$ cat src/rtl/seg_scan_ctrl.sv
// Time-multiplexed BCD seven-segment scan controller with blanking gaps between digits.
// Optional leading-zero suppression when SEG_SCAN_LZ_SUPPRESS_EN is defined.
module seg_scan_ctrl #(
    parameter int DIGITS    = 4,
    parameter int CLK_DIV   = 50000,
    parameter int BLANK_CYC = 500
) (
    input  logic                  clk,
    input  logic                  rst_n,
    input  logic [4*DIGITS-1:0]   bcd_in,
    input  logic [DIGITS-1:0]     dp_in,
    input  logic                  load,
    output logic [8:0]            seg_out,
    output logic [DIGITS-1:0]     dig_sel,
    output logic [2:0]            busy_digit
);

    // state    | meaning
    // ST_BLANK | all digits off for BLANK_CYC cycles (anti-ghosting gap)
    // ST_SHOW  | digit idx driven for CLK_DIV cycles with value latched at entry

    localparam int IDX_W   = (DIGITS > 1) ? $clog2(DIGITS) : 1;
    localparam int CNT_MAX = (CLK_DIV > BLANK_CYC) ? CLK_DIV : BLANK_CYC;
    localparam int PW      = $clog2(CNT_MAX);

    localparam logic [PW-1:0]    SHOW_LAST  = PW'(CLK_DIV - 1);
    localparam logic [PW-1:0]    BLANK_LAST = PW'(BLANK_CYC - 1);
    localparam logic [IDX_W-1:0] IDX_LAST   = IDX_W'(DIGITS - 1);

    typedef enum logic {ST_BLANK, ST_SHOW} state_t;

    state_t              state_q, state_d;
    logic [PW-1:0]       presc_q, presc_d;
    logic [IDX_W-1:0]    idx_q, idx_d;
    logic [4*DIGITS-1:0] shadow_bcd_q, shadow_bcd_d;
    logic [DIGITS-1:0]   shadow_dp_q, shadow_dp_d;
    logic [8:0]          seg_q, seg_d;
    logic [DIGITS-1:0]   dig_sel_q, dig_sel_d;

    logic [3:0]          nib;
    logic                dp_bit;
    logic                blank_dig;
    logic [6:0]          decoded;

    function automatic logic [6:0] seg_decode(input logic [3:0] v);
        case (v)
            4'd0:    seg_decode = 7'h3F;
            4'd1:    seg_decode = 7'h06;
            4'd2:    seg_decode = 7'h5B;
            4'd3:    seg_decode = 7'h4F;
            4'd4:    seg_decode = 7'h66;
            4'd5:    seg_decode = 7'h6D;
            4'd6:    seg_decode = 7'h7D;
            4'd7:    seg_decode = 7'h07;
            4'd8:    seg_decode = 7'h7F;
            4'd9:    seg_decode = 7'h6F;
            default: seg_decode = 7'h00;
        endcase
    endfunction

    always_comb begin
        state_d      = state_q;
        presc_d      = presc_q;
        idx_d        = idx_q;
        seg_d        = seg_q;
        dig_sel_d    = dig_sel_q;
        shadow_bcd_d = shadow_bcd_q;
        shadow_dp_d  = shadow_dp_q;
        nib          = 4'd0;
        dp_bit       = 1'b0;
        blank_dig    = 1'b0;

        if (load) begin
            shadow_bcd_d = bcd_in;
            shadow_dp_d  = dp_in;
        end

        // Pick the shadow nibble for the digit about to be shown; a load on
        // this same edge only reaches the shadow afterwards.
        for (int k = 0; k < DIGITS; k++) begin
            if (idx_q == IDX_W'(k)) begin
                nib    = shadow_bcd_q[4*k +: 4];
                dp_bit = shadow_dp_q[k];
`ifdef SEG_SCAN_LZ_SUPPRESS_EN
                blank_dig = (k != 0) && ((shadow_bcd_q >> (4*k)) == '0);
`else
                blank_dig = 1'b0;
`endif
            end
        end

        decoded = blank_dig ? 7'h00 : seg_decode(nib);

        case (state_q)
            ST_BLANK: begin
                if (presc_q == BLANK_LAST) begin
                    state_d   = ST_SHOW;
                    presc_d   = '0;
                    seg_d     = {1'b0, dp_bit, decoded};
                    dig_sel_d = DIGITS'(1) << idx_q;
                end else begin
                    presc_d = presc_q + 1'b1;
                end
            end
            default: begin
                if (presc_q == SHOW_LAST) begin
                    state_d   = ST_BLANK;
                    presc_d   = '0;
                    seg_d     = '0;
                    dig_sel_d = '0;
                    idx_d     = (idx_q == IDX_LAST) ? '0 : idx_q + 1'b1;
                end else begin
                    presc_d = presc_q + 1'b1;
                end
            end
        endcase
    end

    always_ff @(posedge clk or negedge rst_n) begin
        if (!rst_n) begin
            state_q      <= ST_BLANK;
            presc_q      <= '0;
            idx_q        <= '0;
            seg_q        <= '0;
            dig_sel_q    <= '0;
            shadow_bcd_q <= '0;
            shadow_dp_q  <= '0;
        end else begin
            state_q      <= state_d;
            presc_q      <= presc_d;
            idx_q        <= idx_d;
            seg_q        <= seg_d;
            dig_sel_q    <= dig_sel_d;
            shadow_bcd_q <= shadow_bcd_d;
            shadow_dp_q  <= shadow_dp_d;
        end
    end

    assign seg_out    = seg_q;
    assign dig_sel    = dig_sel_q;
    assign busy_digit = 3'(idx_q);

endmodule

$ cat config.mk
export PLATFORM = sky130hd
export DESIGN_NAME = seg_scan_ctrl
export DESIGN_NICKNAME = d
export VERILOG_FILES = /design/src/rtl/seg_scan_ctrl.sv
export SDC_FILE = /design/constraint.sdc
export NUM_CORES = 1
export LEC_CHECK = 0
export CAP_MARGIN = 40
export CORE_MARGIN = 5
export CORE_UTILIZATION = 48
export CTS_CLUSTER_SIZE = 28
export DETAILED_ROUTE_END_ITERATION = 16
export HOLD_SLACK_MARGIN = 0.06
export MAX_ROUTING_LAYER = met4
export PLACE_DENSITY_LB_ADDON = 0.1
export RECOVER_POWER = 100
export SLEW_MARGIN = 10
export SYNTH_ARGS = -nofsm -noshare
export SYNTH_HDL_FRONTEND = slang
export SYNTH_SLANG_ARGS = --single-unit
$ cat constraint.sdc
create_clock -name clk -period 2.2 [get_ports clk]
set_input_delay 0.22 -clock clk [delete_from_list [all_inputs] [get_ports clk]]
set_output_delay 0.22 -clock clk [all_outputs]
set_load 0.005 [all_outputs]
==> results_dict.tcl <==
set metrics [dict create \
    cts_tree "yes" \
    ys.flop_type "dfrtp_1" \
    area_growth_pct 29.8 \
    hpwl_mm 4.00 \
    switching_share_pct 22.4 \
    first_pass_iters 4 \
    io_buffers 36 \
    htree_levels 2 \
    cp_max_fo 4 \
    synth_common_cells "dfrtp_1, mux2_2, nand2_1, nor2_1, ha_1" \
    track_usage_pct 16.6 \
    reg2reg_depth 10 \
    finalCritPeriodShare_pct 96.4 \
    startpoint_type "flop" \
    cts-root-buf "clkbuf_8" \
    min_path_type "in -> reg" \
    antenna_cells 0 \
    cts.sinks 51 \
    maxSlewViolCount 0 \
    antenna_found_initial 0 \
    synth_xor_area_share_pct 4.73 \
    holdPathEnd "shadow_bcd_q[13]$_DFFE_PN0P_" \
    core_mm2 0.00517 \
    die_area_mm2 0.00696 \
    drt_iter0_drc 57 \
    yosys.area.top_type "dfrtp_1" \
    layout_setup_ws_ns 0.0782 \
    holdCritStartpoint "bcd_in[13]" \
    ff2ff_setup_slack_ns 0.08 \
    synth_top_family_by_area "simple AND/OR/NAND/NOR gates" \
    gp_congestion 0.886 \
    finalCriticalPeriod_ns 2.12 \
    vdd_drop_max_uv 346 \
    rows 26 \
    wire_per_inst_um 15.0 \
    power_density_mw_per_mm2 557 \
    hold_viol_final 0 \
    cts_made_buffers 5 \
    worstMarginPinSlew_ns 1.43 \
    yosys_register_bits 51 \
    drc 0 \
    power.internal_w 0.00145 \
    fin_area_mm2 0.00336 \
    ant_nets 0 \
    first_global_vias 1880 \
    routed_wirelength_mm 5.35 \
    yosys.area_share.simple_pct 20.1 \
    path_class "reg -> reg" \
    maxSlewHeadroom_pct 4.36 \
    grt_pass1_wl_mm 9.18 \
    finish.utilization_pct 65.0 \
    synth_seq_area_share_pct 49.3 \
    clock_latency_ns 0.30 \
    fin_nets 320 \
    cts_buffer_depth 2 \
    synth_compound_area_share_pct 8.16 \
    netlist_instances 227 \
    placed_cells 345 \
    synth_top_area_share_pct 49.3 \
    synthArstFlopShare_pct 100 \
    grt-ovfl-total 0 \
    synth_area_leaders "dfrtp_1, mux2_2, ha_1" \
    grt_max_degree 27 \
    reg2reg_to "seg_out[1]$_DFFE_PN0P_" \
    cp_data_arrival_time_ns 2.31 \
    synth_area_per_cell_um2 11.4 \
    pre_cts_slack_ns -0.0153 \
    via_count 1861 \
    hold_depth 3 \
    end_kind "flop" \
    synth_most_common_cell "dfrtp_1" \
    start_util_pct 50.1 \
    status "complete, no violations" \
    p_seq_share_pct 53.3 \
    avgViaCountPerCell 5.21 \
    cp.required_ns 2.39 \
    r2r-start "idx_q[1]$_DFFE_PN0P_" \
    placed_area_mm2 0.00317 \
    fin_cells 357 \
    die_y_um 83.5 \
    finClkSkew_ns 0.00637 \
    drive_above_1_share_pct 25.8 \
    die_x_um 83.5 \
    setup_viol 0 \
    max_freq_ghz 0.471 \
    p_sw_w 0.000418 \
    power_frac_comb_pct 10.4 \
    synthAdderAreaFrac_pct 5.31 \
    synth.mux.area_fraction_pct 9.42 \
    leakagePower_nw 1.48 \
    drv_cap 0 \
    io_pins 39 \
    synth_edf_count 0 \
    ys_types 45 \
    yosys_warnings 0 \
    clkTransAtPathRegs_ns 0.09 \
    syn_area_mm2 0.00259 \
    power_frac_clock_pct 36.3 \
]
cell usage in the layout (no fill, tap or decap), types with 8 or more instances in the layout:
| master | n |
|---|---|
| buf_4 | 15 |
| nand2_1 | 14 |
| nor2_1 | 14 |
| mux2_2 | 19 |
| xor2_1 | 8 |
| dfrtp_1 | 50 |
| clkdlybuf4s50_1 | 20 |
| ha_1 | 8 |
| dlygate4sd3_1 | 16 |
| o21ai_0 | 8 |
how the worst max path moves through the flow:
stage,startpoint,end,slack [ns],cells after the start
4_1_cts,idx_q[0]$_DFFE_PN0P_,seg_out[1]$_DFFE_PN0P_,0.008,10
6_report,idx_q[1]$_DFFE_PN0P_,seg_out[1]$_DFFE_PN0P_,0.08,10
2_1_floorplan,idx_q[0]$_DFFE_PN0P_,seg_out[4]$_DFFE_PN0P_,0.02,10
3_5_place_dp,idx_q[1]$_DFFE_PN0P_,seg_out[1]$_DFFE_PN0P_,-0.02,10
5_1_grt,idx_q[1]$_DFFE_PN0P_,seg_out[1]$_DFFE_PN0P_,-0.06,10
3_3_place_gp,idx_q[1]$_DFFE_PN0P_,seg_out[1]$_DFFE_PN0P_,0.1,10
metal layers:
metal	part of all wire (%)	GRT usage, %	vias up
li1	-	-	917
met1	50	24.3	902
met2	45	23.6	36
met3	4.0	3.46	6
met4	1.2	4.39	0
met5	0	-	-
cell families (layout without fill, tap and decap cells):
logic type / count (synthesis) / after routing
and+or+nand+nor: 81 / 81
buffers and inverters: 16 / 75
DFF: 51 / 51
xor gates and xnor gates: 14 / 14
other: 1 / 2
muxes: 22 / 22
AOI/OAI and AO/OA: 31 / 31
adders and majority gates: 11 / 11
through the flow:
| step | hold slack, ns | setup TNS, ns | total power, W |
|---|---|---|---|
| floorplan | -0.0756 | 0 | 0.00111 |
| global placement | 0.252 | 0 | 0.00120 |
| detailed placement | 0.253 | -0.0153 | 0.00120 |
| CTS | 0.450 | 0 | 0.00189 |
| global route | 0.486 | -0.176 | 0.00195 |
| finish | 0.471 | 0 | 0.00187 |
cell type report:
| type | count | area (µm²) |
|---|---|---|
| Sequential cell | 51 | 1280 |
| Timing Repair Buffer | 60 | 547 |
| Clock buffer | 6 | 82.6 |
| Fill cell | 411 | 1810 |
| Tap cell | 70 | 87.6 |
| Clock inverter | 2 | 35.0 |
| Inverter | 7 | 26.3 |
| Multi-Input combinational cell | 161 | 1310 |
power groups by stage:
stage               clock network [W]  logic [W]  registers [W]
floorplan                           0   0.000104        0.00100
global placement                    0   0.000185        0.00101
detailed placement                  0   0.000187        0.00101
CTS                          0.000703   0.000189       0.000996
global route                 0.000731   0.000220        0.00100
finish                       0.000680   0.000196       0.000997
critical path, stage by stage, from the launching register on:
cell      delay, ns
dfrtp_1        0.41
inv_2          0.09
ha_4           0.17
nor2b_2        0.16
a221oi_2       0.28
nor3_2         0.10
a21oi_2        0.19
ha_1           0.28
nand2b_1       0.14
a21oi_1        0.11
o21ai_0        0.08
repair_timing:
action	in CTS	in global routing
cloned	0	0
setup endpoints to repair	1	7
hold buffers	1	0
pin swaps	0	4
buffers inserted	0	3
gates resized for setup	1	15
hold endpoints to repair	25	0
registers in the layout (all words and copies together), names as in the netlist:
name / flops
shadow_dp_q: 4
idx_q: 2
presc_q: 16
state_q: 1
seg_out: 8
shadow_bcd_q: 16
dig_sel: 4
No activity file was read; power rests on OpenSTA's default activity.
